**config.mk**
```make
export PLATFORM = sky130hd
export DESIGN_NAME = axi2wbm_flat
export DESIGN_NICKNAME = d
export VERILOG_FILES = /design/src/rtl/axi2wbm_pkg.sv /design/src/rtl/axi2wbm_if.sv /design/src/rtl/axi2wbm.sv /design/src/flat_wrapper.sv
export SDC_FILE = /design/constraint.sdc
export NUM_CORES = 1
export LEC_CHECK = 0
export BUFFER_PORTS_ARGS = -buffer_cell sky130_fd_sc_hd__buf_2
export CORE_UTILIZATION = 48
export DETAILED_ROUTE_END_ITERATION = 16
export PLACE_DENSITY = 0.81
export RECOVER_POWER = 100
export SLEW_MARGIN = 40
export SYNTH_ARGS = -nofsm -noshare
export SYNTH_HDL_FRONTEND = slang
export SYNTH_SLANG_ARGS = --single-unit
```
**constraint.sdc**
```tcl
create_clock -name i_clk -period 3 [get_ports i_clk]
set_clock_uncertainty 0.1 [all_clocks]
set_input_delay 0.6 -clock i_clk [delete_from_list [all_inputs] [get_ports i_clk]]
set_output_delay 0.6 -clock i_clk [all_outputs]
set_load 0.02 [all_outputs]
```
**src/rtl/axi2wbm_pkg.sv**
```systemverilog
// Shared types and constants for the AXI4-slave to Wishbone-master bridge.
package axi2wbm_pkg;

  typedef enum logic [2:0] {
    IDLE,
    WR_DATA,
    WR_STB,
    WR_ACK,
    WR_RESP,
    RD_STB,
    RD_ACK,
    RD_RESP
  } state_t;

  localparam logic [1:0] RESP_OKAY   = 2'b00;
  localparam logic [1:0] RESP_SLVERR = 2'b10;

  localparam logic [1:0] BURST_FIXED = 2'b00;
  localparam logic [1:0] BURST_INCR  = 2'b01;
  localparam logic [1:0] BURST_WRAP  = 2'b10;

  // WRAP is handled like INCR; only FIXED holds the word address still.
  function automatic logic addr_step(input logic [1:0] burst);
    return (burst != BURST_FIXED);
  endfunction

endpackage

```
**src/rtl/axi2wbm_if.sv**
```systemverilog
// AXI4 slave channels plus pipelined Wishbone master signals of the bridge.
// The slave modport is the bridge's view; master is the initiator/peripheral side.
interface axi2wbm_if #(
  parameter int C_AXI_ADDR_WIDTH = 34,
  parameter int C_AXI_DATA_WIDTH = 32,
  parameter int C_AXI_ID_WIDTH   = 1
);
  localparam int AW = C_AXI_ADDR_WIDTH - 2;
  localparam int SW = C_AXI_DATA_WIDTH / 8;

  logic                        axi_awvalid;
  logic                        axi_awready;
  logic [C_AXI_ID_WIDTH-1:0]   axi_awid;
  logic [C_AXI_ADDR_WIDTH-1:0] axi_awaddr;
  logic [7:0]                  axi_awlen;
  logic [1:0]                  axi_awburst;

  logic                        axi_wvalid;
  logic                        axi_wready;
  logic [C_AXI_DATA_WIDTH-1:0] axi_wdata;
  logic [SW-1:0]               axi_wstrb;
  logic                        axi_wlast;

  logic                        axi_bvalid;
  logic                        axi_bready;
  logic [C_AXI_ID_WIDTH-1:0]   axi_bid;
  logic [1:0]                  axi_bresp;

  logic                        axi_arvalid;
  logic                        axi_arready;
  logic [C_AXI_ID_WIDTH-1:0]   axi_arid;
  logic [C_AXI_ADDR_WIDTH-1:0] axi_araddr;
  logic [7:0]                  axi_arlen;
  logic [1:0]                  axi_arburst;

  logic                        axi_rvalid;
  logic                        axi_rready;
  logic [C_AXI_ID_WIDTH-1:0]   axi_rid;
  logic [C_AXI_DATA_WIDTH-1:0] axi_rdata;
  logic [1:0]                  axi_rresp;
  logic                        axi_rlast;

  logic                        wb_cyc;
  logic                        wb_stb;
  logic                        wb_we;
  logic [AW-1:0]               wb_addr;
  logic [C_AXI_DATA_WIDTH-1:0] wb_wdata;
  logic [SW-1:0]               wb_sel;
  logic                        wb_stall;
  logic                        wb_ack;
  logic                        wb_err;
  logic [C_AXI_DATA_WIDTH-1:0] wb_rdata;

  modport slave (
    input  axi_awvalid, axi_awid, axi_awaddr, axi_awlen, axi_awburst,
    output axi_awready,
    input  axi_wvalid, axi_wdata, axi_wstrb, axi_wlast,
    output axi_wready,
    output axi_bvalid, axi_bid, axi_bresp,
    input  axi_bready,
    input  axi_arvalid, axi_arid, axi_araddr, axi_arlen, axi_arburst,
    output axi_arready,
    output axi_rvalid, axi_rid, axi_rdata, axi_rresp, axi_rlast,
    input  axi_rready,
    output wb_cyc, wb_stb, wb_we, wb_addr, wb_wdata, wb_sel,
    input  wb_stall, wb_ack, wb_err, wb_rdata
  );

  modport master (
    output axi_awvalid, axi_awid, axi_awaddr, axi_awlen, axi_awburst,
    input  axi_awready,
    output axi_wvalid, axi_wdata, axi_wstrb, axi_wlast,
    input  axi_wready,
    input  axi_bvalid, axi_bid, axi_bresp,
    output axi_bready,
    output axi_arvalid, axi_arid, axi_araddr, axi_arlen, axi_arburst,
    input  axi_arready,
    input  axi_rvalid, axi_rid, axi_rdata, axi_rresp, axi_rlast,
    output axi_rready,
    input  wb_cyc, wb_stb, wb_we, wb_addr, wb_wdata, wb_sel,
    output wb_stall, wb_ack, wb_err, wb_rdata
  );

endinterface

```
**src/rtl/axi2wbm.sv**
```systemverilog
// AXI4 slave to pipelined Wishbone master bridge: one transaction at a time,
// fair write/read arbitration, bursts expanded into single-beat Wishbone cycles.
module axi2wbm
  import axi2wbm_pkg::*;
#(
  parameter int C_AXI_ADDR_WIDTH = 34,
  parameter int C_AXI_DATA_WIDTH = 32,
  parameter int C_AXI_ID_WIDTH   = 1
) (
  input logic      i_clk,
  input logic      i_reset_n,
  axi2wbm_if.slave bus
);
  localparam int AW = C_AXI_ADDR_WIDTH - 2;
  localparam int SW = C_AXI_DATA_WIDTH / 8;

  state_t                      state_reg;
  logic                        last_grant_wr_reg;
  logic                        err_acc_reg;
  logic [7:0]                  beats_reg;
  logic [C_AXI_ID_WIDTH-1:0]   id_reg;
  logic [1:0]                  burst_reg;
  logic [AW-1:0]               wb_addr_reg;
  logic [C_AXI_DATA_WIDTH-1:0] wb_data_reg;
  logic [SW-1:0]               wb_sel_reg;
  logic                        wb_cyc_reg;
  logic                        wb_stb_reg;
  logic                        wb_we_reg;
  logic                        wready_reg;
  logic                        bvalid_reg;
  logic [1:0]                  bresp_reg;
  logic                        rvalid_reg;
  logic [C_AXI_DATA_WIDTH-1:0] rdata_reg;
  logic [1:0]                  rresp_reg;
  logic                        rlast_reg;

  logic          grant_wr;
  logic          grant_rd;
  logic          aw_hs;
  logic          ar_hs;
  logic          wb_done;
  logic [AW-1:0] addr_next;
  logic          unused_bits;

  // On a tie the channel not served last wins.
  assign grant_wr  = bus.axi_awvalid && (!bus.axi_arvalid || !last_grant_wr_reg);
  assign grant_rd  = bus.axi_arvalid && (!bus.axi_awvalid || last_grant_wr_reg);
  assign aw_hs     = (state_reg == IDLE) && grant_wr;
  assign ar_hs     = (state_reg == IDLE) && grant_rd;
  assign wb_done   = bus.wb_ack || bus.wb_err;
  assign addr_next = wb_addr_reg + AW'(addr_step(burst_reg));

  // wlast is not needed: the captured beat count drives sequencing.
  assign unused_bits = ^{bus.axi_wlast, bus.axi_awaddr[1:0], bus.axi_araddr[1:0]};

  assign bus.axi_awready = aw_hs;
  assign bus.axi_arready = ar_hs;
  assign bus.axi_wready  = wready_reg;
  assign bus.axi_bvalid  = bvalid_reg;
  assign bus.axi_bid     = id_reg;
  assign bus.axi_bresp   = bresp_reg;
  assign bus.axi_rvalid  = rvalid_reg;
  assign bus.axi_rid     = id_reg;
  assign bus.axi_rdata   = rdata_reg;
  assign bus.axi_rresp   = rresp_reg;
  assign bus.axi_rlast   = rlast_reg;
  assign bus.wb_cyc      = wb_cyc_reg;
  assign bus.wb_stb      = wb_stb_reg;
  assign bus.wb_we       = wb_we_reg;
  assign bus.wb_addr     = wb_addr_reg;
  assign bus.wb_wdata    = wb_data_reg;
  assign bus.wb_sel      = wb_sel_reg;

  always_ff @(posedge i_clk) begin
    if (!i_reset_n) begin
      state_reg         <= IDLE;
      last_grant_wr_reg <= 1'b0;
      err_acc_reg       <= 1'b0;
      beats_reg         <= '0;
      id_reg            <= '0;
      burst_reg         <= '0;
      wb_addr_reg       <= '0;
      wb_data_reg       <= '0;
      wb_sel_reg        <= '0;
      wb_cyc_reg        <= 1'b0;
      wb_stb_reg        <= 1'b0;
      wb_we_reg         <= 1'b0;
      wready_reg        <= 1'b0;
      bvalid_reg        <= 1'b0;
      bresp_reg         <= RESP_OKAY;
      rvalid_reg        <= 1'b0;
      rdata_reg         <= '0;
      rresp_reg         <= RESP_OKAY;
      rlast_reg         <= 1'b0;
    end else begin
      case (state_reg)
        IDLE: begin
          if (aw_hs) begin
            last_grant_wr_reg <= 1'b1;
            id_reg            <= bus.axi_awid;
            wb_addr_reg       <= bus.axi_awaddr[C_AXI_ADDR_WIDTH-1:2];
            beats_reg         <= bus.axi_awlen;
            burst_reg         <= bus.axi_awburst;
            wready_reg        <= 1'b1;
            state_reg         <= WR_DATA;
          end else if (ar_hs) begin
            last_grant_wr_reg <= 1'b0;
            id_reg            <= bus.axi_arid;
            wb_addr_reg       <= bus.axi_araddr[C_AXI_ADDR_WIDTH-1:2];
            beats_reg         <= bus.axi_arlen;
            burst_reg         <= bus.axi_arburst;
            wb_cyc_reg        <= 1'b1;
            wb_stb_reg        <= 1'b1;
            wb_we_reg         <= 1'b0;
            wb_sel_reg        <= '1;
            state_reg         <= RD_STB;
          end
        end
        WR_DATA: begin
          if (bus.axi_wvalid) begin
            wb_data_reg <= bus.axi_wdata;
            wb_sel_reg  <= bus.axi_wstrb;
            wready_reg  <= 1'b0;
            wb_cyc_reg  <= 1'b1;
            wb_stb_reg  <= 1'b1;
            wb_we_reg   <= 1'b1;
            state_reg   <= WR_STB;
          end
        end
        WR_STB: begin
          if (!bus.wb_stall) begin
            wb_stb_reg <= 1'b0;
            state_reg  <= WR_ACK;
          end
        end
        WR_ACK: begin
          if (wb_done) begin
            // cyc is released between beats so a slow W channel never holds the bus.
            wb_cyc_reg <= 1'b0;
            wb_we_reg  <= 1'b0;
            if (beats_reg != 8'd0) begin
              err_acc_reg <= err_acc_reg | bus.wb_err;
              wb_addr_reg <= addr_next;
              beats_reg   <= beats_reg - 8'd1;
              wready_reg  <= 1'b1;
              state_reg   <= WR_DATA;
            end else begin
              err_acc_reg <= err_acc_reg | bus.wb_err;
              bvalid_reg  <= 1'b1;
              bresp_reg   <= (err_acc_reg | bus.wb_err) ? RESP_SLVERR : RESP_OKAY;
              state_reg   <= WR_RESP;
            end
          end
        end
        WR_RESP: begin
          if (bus.axi_bready) begin
            bvalid_reg  <= 1'b0;
            err_acc_reg <= 1'b0;
            state_reg   <= IDLE;
          end
        end
        RD_STB: begin
          if (!bus.wb_stall) begin
            wb_stb_reg <= 1'b0;
            state_reg  <= RD_ACK;
          end
        end
        RD_ACK: begin
          if (wb_done) begin
            wb_cyc_reg <= 1'b0;
            rvalid_reg <= 1'b1;
            rdata_reg  <= bus.wb_rdata;
            rresp_reg  <= bus.wb_err ? RESP_SLVERR : RESP_OKAY;
            rlast_reg  <= (beats_reg == 8'd0);
            state_reg  <= RD_RESP;
          end
        end
        RD_RESP: begin
          if (bus.axi_rready) begin
            rvalid_reg <= 1'b0;
            rlast_reg  <= 1'b0;
            if (rlast_reg) begin
              state_reg <= IDLE;
            end else begin
              wb_addr_reg <= addr_next;
              beats_reg   <= beats_reg - 8'd1;
              wb_cyc_reg  <= 1'b1;
              wb_stb_reg  <= 1'b1;
              state_reg   <= RD_STB;
            end
          end
        end
        default: state_reg <= IDLE;
      endcase
    end
  end

endmodule
```
**src/flat_wrapper.sv**
```systemverilog
// flat-port wrapper written by rule: the top's interface ports become plain ports
module axi2wbm_flat import axi2wbm_pkg::*;
#(
  parameter int C_AXI_ADDR_WIDTH = 34,
  parameter int C_AXI_DATA_WIDTH = 32,
  parameter int C_AXI_ID_WIDTH   = 1
)
  (i_clk, i_reset_n, bus_axi_awvalid, bus_axi_awid, bus_axi_awaddr, bus_axi_awlen, bus_axi_awburst, bus_axi_awready, bus_axi_wvalid, bus_axi_wdata, bus_axi_wstrb, bus_axi_wlast, bus_axi_wready, bus_axi_bvalid, bus_axi_bid, bus_axi_bresp, bus_axi_bready, bus_axi_arvalid, bus_axi_arid, bus_axi_araddr, bus_axi_arlen, bus_axi_arburst, bus_axi_arready, bus_axi_rvalid, bus_axi_rid, bus_axi_rdata, bus_axi_rresp, bus_axi_rlast, bus_axi_rready, bus_wb_cyc, bus_wb_stb, bus_wb_we, bus_wb_addr, bus_wb_wdata, bus_wb_sel, bus_wb_stall, bus_wb_ack, bus_wb_err, bus_wb_rdata);
  axi2wbm_if #(.C_AXI_ADDR_WIDTH(C_AXI_ADDR_WIDTH), .C_AXI_DATA_WIDTH(C_AXI_DATA_WIDTH), .C_AXI_ID_WIDTH(C_AXI_ID_WIDTH)) bus_i ();
  input logic i_clk;
  input logic i_reset_n;
  input wire logic [$bits(bus_i.axi_awvalid)-1:0] bus_axi_awvalid;
  input wire logic [$bits(bus_i.axi_awid)-1:0] bus_axi_awid;
  input wire logic [$bits(bus_i.axi_awaddr)-1:0] bus_axi_awaddr;
  input wire logic [$bits(bus_i.axi_awlen)-1:0] bus_axi_awlen;
  input wire logic [$bits(bus_i.axi_awburst)-1:0] bus_axi_awburst;
  output wire logic [$bits(bus_i.axi_awready)-1:0] bus_axi_awready;
  input wire logic [$bits(bus_i.axi_wvalid)-1:0] bus_axi_wvalid;
  input wire logic [$bits(bus_i.axi_wdata)-1:0] bus_axi_wdata;
  input wire logic [$bits(bus_i.axi_wstrb)-1:0] bus_axi_wstrb;
  input wire logic [$bits(bus_i.axi_wlast)-1:0] bus_axi_wlast;
  output wire logic [$bits(bus_i.axi_wready)-1:0] bus_axi_wready;
  output wire logic [$bits(bus_i.axi_bvalid)-1:0] bus_axi_bvalid;
  output wire logic [$bits(bus_i.axi_bid)-1:0] bus_axi_bid;
  output wire logic [$bits(bus_i.axi_bresp)-1:0] bus_axi_bresp;
  input wire logic [$bits(bus_i.axi_bready)-1:0] bus_axi_bready;
  input wire logic [$bits(bus_i.axi_arvalid)-1:0] bus_axi_arvalid;
  input wire logic [$bits(bus_i.axi_arid)-1:0] bus_axi_arid;
  input wire logic [$bits(bus_i.axi_araddr)-1:0] bus_axi_araddr;
  input wire logic [$bits(bus_i.axi_arlen)-1:0] bus_axi_arlen;
  input wire logic [$bits(bus_i.axi_arburst)-1:0] bus_axi_arburst;
  output wire logic [$bits(bus_i.axi_arready)-1:0] bus_axi_arready;
  output wire logic [$bits(bus_i.axi_rvalid)-1:0] bus_axi_rvalid;
  output wire logic [$bits(bus_i.axi_rid)-1:0] bus_axi_rid;
  output wire logic [$bits(bus_i.axi_rdata)-1:0] bus_axi_rdata;
  output wire logic [$bits(bus_i.axi_rresp)-1:0] bus_axi_rresp;
  output wire logic [$bits(bus_i.axi_rlast)-1:0] bus_axi_rlast;
  input wire logic [$bits(bus_i.axi_rready)-1:0] bus_axi_rready;
  output wire logic [$bits(bus_i.wb_cyc)-1:0] bus_wb_cyc;
  output wire logic [$bits(bus_i.wb_stb)-1:0] bus_wb_stb;
  output wire logic [$bits(bus_i.wb_we)-1:0] bus_wb_we;
  output wire logic [$bits(bus_i.wb_addr)-1:0] bus_wb_addr;
  output wire logic [$bits(bus_i.wb_wdata)-1:0] bus_wb_wdata;
  output wire logic [$bits(bus_i.wb_sel)-1:0] bus_wb_sel;
  input wire logic [$bits(bus_i.wb_stall)-1:0] bus_wb_stall;
  input wire logic [$bits(bus_i.wb_ack)-1:0] bus_wb_ack;
  input wire logic [$bits(bus_i.wb_err)-1:0] bus_wb_err;
  input wire logic [$bits(bus_i.wb_rdata)-1:0] bus_wb_rdata;
  assign bus_i.axi_awvalid = bus_axi_awvalid;
  assign bus_i.axi_awid = bus_axi_awid;
  assign bus_i.axi_awaddr = bus_axi_awaddr;
  assign bus_i.axi_awlen = bus_axi_awlen;
  assign bus_i.axi_awburst = bus_axi_awburst;
  assign bus_axi_awready = bus_i.axi_awready;
  assign bus_i.axi_wvalid = bus_axi_wvalid;
  assign bus_i.axi_wdata = bus_axi_wdata;
  assign bus_i.axi_wstrb = bus_axi_wstrb;
  assign bus_i.axi_wlast = bus_axi_wlast;
  assign bus_axi_wready = bus_i.axi_wready;
  assign bus_axi_bvalid = bus_i.axi_bvalid;
  assign bus_axi_bid = bus_i.axi_bid;
  assign bus_axi_bresp = bus_i.axi_bresp;
  assign bus_i.axi_bready = bus_axi_bready;
  assign bus_i.axi_arvalid = bus_axi_arvalid;
  assign bus_i.axi_arid = bus_axi_arid;
  assign bus_i.axi_araddr = bus_axi_araddr;
  assign bus_i.axi_arlen = bus_axi_arlen;
  assign bus_i.axi_arburst = bus_axi_arburst;
  assign bus_axi_arready = bus_i.axi_arready;
  assign bus_axi_rvalid = bus_i.axi_rvalid;
  assign bus_axi_rid = bus_i.axi_rid;
  assign bus_axi_rdata = bus_i.axi_rdata;
  assign bus_axi_rresp = bus_i.axi_rresp;
  assign bus_axi_rlast = bus_i.axi_rlast;
  assign bus_i.axi_rready = bus_axi_rready;
  assign bus_wb_cyc = bus_i.wb_cyc;
  assign bus_wb_stb = bus_i.wb_stb;
  assign bus_wb_we = bus_i.wb_we;
  assign bus_wb_addr = bus_i.wb_addr;
  assign bus_wb_wdata = bus_i.wb_wdata;
  assign bus_wb_sel = bus_i.wb_sel;
  assign bus_i.wb_stall = bus_wb_stall;
  assign bus_i.wb_ack = bus_wb_ack;
  assign bus_i.wb_err = bus_wb_err;
  assign bus_i.wb_rdata = bus_wb_rdata;
  axi2wbm #(.C_AXI_ADDR_WIDTH(C_AXI_ADDR_WIDTH), .C_AXI_DATA_WIDTH(C_AXI_DATA_WIDTH), .C_AXI_ID_WIDTH(C_AXI_ID_WIDTH)) u_core (.i_clk(i_clk), .i_reset_n(i_reset_n), .bus(bus_i));
endmodule
```
-- After elaboration in Yosys (flattened, before gate mapping)
Cells that the tools add are included.
W data, S select, Z words.
- latch bits: 0
- memory bits (read-only): 0
- input bits: 169
- memory bits (writable): 0
- logic and storage cells: 149
- memories kept: 0
- bits in registers: 127
- divide/modulo/power cells: 0
- $lt $le $gt $ge: 0
- multiply operators: 0
- equal/unequal tests: 23
- add/subtract/negate cells: 2
- multiplexer cells: 65
- reduce and logical (&&, ||, !) cells: 38
- bitwise operators: 2
- shift operators: 0
- operators by type and width (operator ; count):
    $mux W32 ; 6
    $pmux W32 S3 ; 1
    $mux W8 ; 6
    $mux W3 ; 11
    $add A32 B1 Y32 ; 1
    $pmux W3 S8 ; 1
    $pmux W8 S3 ; 1
    $mux W1 ; 23
    $ne A2 B2 Y1 const B ; 11
    $reduce_and A7 Y1 ; 2
    $eq A3 B3 Y1 const B ; 4
    $mux W4 ; 3
    $reduce_and A5 Y1 ; 2
    $reduce_bool A2 Y1 ; 5
    $reduce_and A3 Y1 ; 3
    $logic_not A8 Y1 ; 1
    $mux W2 ; 4
    $ne A2 B1 Y1 const B ; 4
    $pmux W1 S2 ; 4
    $pmux W1 S4 ; 2
    $pmux W4 S2 ; 1
    $reduce_and A4 Y1 ; 2
    $reduce_and A8 Y1 ; 1
    $reduce_bool A4 Y1 ; 2
    other kinds (16) ; 29

-- Longest topological paths before layout
- word-level depth: 7
- mapped depth: 9

-- Least setup slack after synthesis
Ideal clock, no wire load.
- kind: reg2reg
- from: register u_core.wb_addr_reg[0] (netlist: u_core.bus.wb_addr[0])
- to: register u_core.wb_addr_reg[26] (netlist: u_core.bus.wb_addr[26])
- buffers on the path: 0
- arrival: 2.015 ns
- path slack: 0.759 ns
- setup time: 0.126 ns
- clock period less this slack: 2.241 ns
- data required time: 2.774 ns
- stages on the path, launching flop included: 8
- path through: dfxtp_1 ha_1 ha_1 nand4_1 or4_1 nor4_1 o21a_1 o22ai_1
- cells in the longest elaborated chain, start to end: 4
- elaborated cells on any way between the ends: 6
- ends and longest elaborated chain (element ; RTL line ; text):
    from (decl) ; axi2wbm.sv:23 ; logic [AW-1:0] wb_addr_reg;
    from (signal assigned) ; axi2wbm.sv:101 ; wb_addr_reg <= bus.axi_awaddr[C_AXI_ADDR_WIDTH-1:2];
    from (signal assigned) ; axi2wbm.sv:109 ; wb_addr_reg <= bus.axi_araddr[C_AXI_ADDR_WIDTH-1:2];
    from (signal assigned) ; axi2wbm.sv:143 ; wb_addr_reg <= addr_next;
    $add A32 B1 Y32 * ; axi2wbm.sv:51 ; assign addr_next = wb_addr_reg + AW'(addr_step(burst_reg));
    $mux W32 (on tied branches) ; axi2wbm.sv:182, axi2wbm.sv:141 ;
    $mux W32 (on tied branches) ; axi2wbm.sv:179, axi2wbm.sv:137 ;
    $pmux W32 S3 * ; axi2wbm.sv:96 ; case (state_reg)
Every way passes the cells marked *; elsewhere a longest branch is shown, timed or not. The select of a mux whose other input is x is not followed.
A chain may end at the register's enable or synchronous reset.

-- Worst setup path in the final report
- from: register u_core.state_reg[0]
- to: output port bus_axi_awready
- cells in the longest elaborated chain, start to end: 2
- ends and longest elaborated chain (element ; RTL line ; text):
    from (decl) ; axi2wbm.sv:17 ; state_t state_reg;
    from (signal assigned) ; axi2wbm.sv:76 ; state_reg <= IDLE;
    from (signal assigned) ; axi2wbm.sv:105 ; state_reg <= WR_DATA;
    from (signal assigned) ; axi2wbm.sv:116 ; state_reg <= RD_STB;
    $logic_not A3 Y1 ; axi2wbm.sv:48 ; assign aw_hs = (state_reg == IDLE) && grant_wr;
    $logic_and A1 B1 Y1 ; axi2wbm.sv:48 ;
    to (decl) ; flat_wrapper.sv:17 ; output wire logic [$bits(bus_i.axi_awready)-1:0] bus_axi_awready;
No other way between the ends.

==> results.yml <==
outcome:
  outcome: "finished clean"
logic_synthesis:
  yosys.area.top_type: "dfxtp_1"
  synth-edff-count: 0
  ys_warn_count: 0
  synth_ff_type: "dfxtp_1"
  synth_top_area_share_pct: 38.7
  yosysSeqAreaShare_pct: 38.7
  synth_area_mm2: 0.00647
  synth-seq-cells: 125
  syn_avg_cell_area_um2: 7.55
  synth_area_leaders: "dfxtp_1 39%, nand2_1 11%, a21oi_1 9.7%"
  syn_inst: 857
  synth.distinct_cells: 73
  async_flop_share_pct: 0
routing:
  dr.pass1.iters: 6
  routed-via-count: 7391
  drt_iter0_drc: 798
  wl_mm: 20.8
  routed_via_density: 5.69
  wl_per_cell_um: 16.0
  detail-route-antenna-nets: 0
  drc: 0
setup_path:
  start_kind: "flop"
  worstPathRequired_ns: 2.30
  worstPathArrival_ns: 2.05
  crit_fanout: 23
  critPathCaptureType: "primary output"
  critical_path_class: "reg2out"
  regToRegSetupSlack_ns: 0.35
clocking:
  cts_resized: 0
  cts-root-buf: "clkbuf_16"
  postCtsSetupBuffers: 0
  cts_buffer_depth: 2
  worst_skew_pair.late_latency_ns: 0.42
  cts_sinks: 125
  cts-hold-fix-buffers: 0
  cts_buffers: 17
  ctsHtreeMaxLevel: 4
  cts.clk_slew.worst_paths_ns: 0.06
  cts_tree: "built"
sta:
  period_share_pct: 91.6
  fin_tns_setup_ns: 0
  hold_violations: 0
  rsz0062_at_grt: "no"
  layout_setup_ws_ns: 0.251
  timing.final.crit_period_ns: 2.75
  max_freq_mhz: 364
  finalSetupViolCount: 0
  maxSlewHeadroom_pct: 21.7
  maxSlewViolCount: 0
  worstMarginPinSlew_ns: 1.17
placed_design:
  io_buffers: 276
  numPlacedInstances: 1267
  dp_hpwl_mm: 14.5
  preCtsSetupSlack_ns: 0.435
  place_area_mm2: 0.00799
  place.gp.congestion: 0.887
layout:
  syn2layout_area_growth_pct: 30.6
  final_cell_area_mm2: 0.00845
  num_antenna_cells: 0
  drive_above_1_share_pct: 22.6
  layout.nets: 1282
  stdcell_count: 1299
  nFillCells: 1216
global_routing:
  grt_max_degree: 67
  grt.total_usage_pct: 30.2
  antenna_found_initial: 0
  grt_overflow: 0
  grt_pass1_wl_mm: 33.8
  grt_pass1_vias: 6828
floorplan:
  die_x_um: 118
  core_area_mm2: 0.0132
  initial_core_util_pct: 49.1
  placementRows: 42
  fp.dieArea_mm2: 0.0140
  io_pins: 284
  die_h_um: 118
power:
  power_density_mw_per_mm2: 922
  leakage_nw: 3.29
  vdd_drop_max_uv: 734
  p_total_mw: 7.80
min_path:
  min-delay-path-class: "in2reg"
job:
  maxCapViolCount: 0
[cells in the mapped netlist (4+ instances only)]
| cell type | n |
|---|---|
| a21oi_1 | 125 |
| buf_2 | 15 |
| nand2b_1 | 4 |
| and2_1 | 4 |
| o21a_1 | 6 |
| inv_1 | 14 |
| nand3_1 | 34 |
| and4_1 | 4 |
| o211ai_1 | 10 |
| a31o_2 | 8 |
| mux2i_1 | 8 |
| mux2_2 | 5 |
| nor2_1 | 40 |
| a311oi_1 | 5 |
| a31oi_1 | 15 |
| o21ai_0 | 49 |
| nor3b_1 | 6 |
| and3_1 | 6 |
| o221a_1 | 4 |
| buf_4 | 7 |
| clkbuf_1 | 42 |
| nand4_1 | 15 |
| a211oi_1 | 5 |
| o221a_2 | 9 |
| nor4_1 | 12 |
| buf_6 | 4 |
| nor3_1 | 14 |
| nand2_1 | 196 |
| dfxtp_1 | 125 |
[layout make-up]
class                   instances  area [um^2]  share of cell area, %
clock buffers                  18          439                   5.20
multi-input cells             645         3560                   42.1
clock inverters                14          204                   2.41
well taps                     176          220                   2.61
inverters                      16         61.3                  0.725
repair buffers                305         1470                   17.3
flip-flops and latches        125         2500                   29.6
[critical path: stages (launching register included)]
cell and delay, ns:
dfxtp_1 0.33, buf_4 0.22, nor4b_4 0.33, nand2_2 0.16, inv_2 0.31, clkbuf_1 0.27
[power by group]
| group | internal (mW) | leakage, nW | total, mW | switching (mW) |
|---|---|---|---|---|
| combinational | 1.10 | 1.96 | 3.07 | 1.96 |
| sequential | 2.04 | 1.02 | 2.48 | 0.439 |
| clock | 1.43 | 0.317 | 2.25 | 0.817 |
[metal layers]
layer  vias up  global-route usage (%)  routed length (um)
li1       3586                       -                   -
met1      3373                    34.6                8040
met2       381                    51.2               10000
met3        51                    9.25                2090
met4         0                    13.8                 660
met5         -                       0                   0
[cells by family after synthesis]
family | synth area share (%)
simple gates | 26.2
fa+ha+maj | 0.580
flops | 38.7
buf+inv | 6.32
xor+xnor | 0.271
mux | 2.11
compound gates | 25.8
other cells | 0.0579
[path summary, 6_finish.rpt]
| check | cells past startpoint | endpoint | from |
|---|---|---|---|
| worst min-delay path | 3 | u_core.bus.axi_rdata[19] | bus_wb_rdata[19] |
| worst min register to register | 2 | u_core.bus.axi_rdata[5] | u_core.bus.axi_rdata[5] |
| worst max-delay path | 5 | bus_axi_awready | u_core.state_reg[0] |
| worst max register to register | 9 | u_core.bus.wb_addr[24] | u_core.beats_reg[0] |
[stage by stage]
stage               hold slack, ns  util (%)
finish                       0.307      64.1
global route                 0.300      64.1
floorplan                    0.337         -
global placement             0.338      60.5
CTS                          0.297      65.5
detailed placement           0.343      60.6
[layout by cell type (no fill, tap or decap), drive strengths merged, types with 4 or more instances in the layout]
cell type  Yosys  routed
buf           29     182
a311oi         5       5
a211oi         6       6
and2           4       4
nand3         35      35
nand2b         4       4
nor3          15      15
a31oi         15      15
o221a         13      13
mux2           5       5
o21ai         51      51
nand2        197     197
nand4         16      16
dfxtp        125     125
a21oi        125     125
nor3b          6       6
and3           6       6
bufinv         0       4
and4           4       4
o211ai        10      10
inv           16      21
o21a           6       6
a31o           8       8
nor2          40      40
clkinv         0       5
nor4          15      15
clkbuf        43     141
mux2i          8       8
No activity file was read; power rests on OpenSTA's default activity.
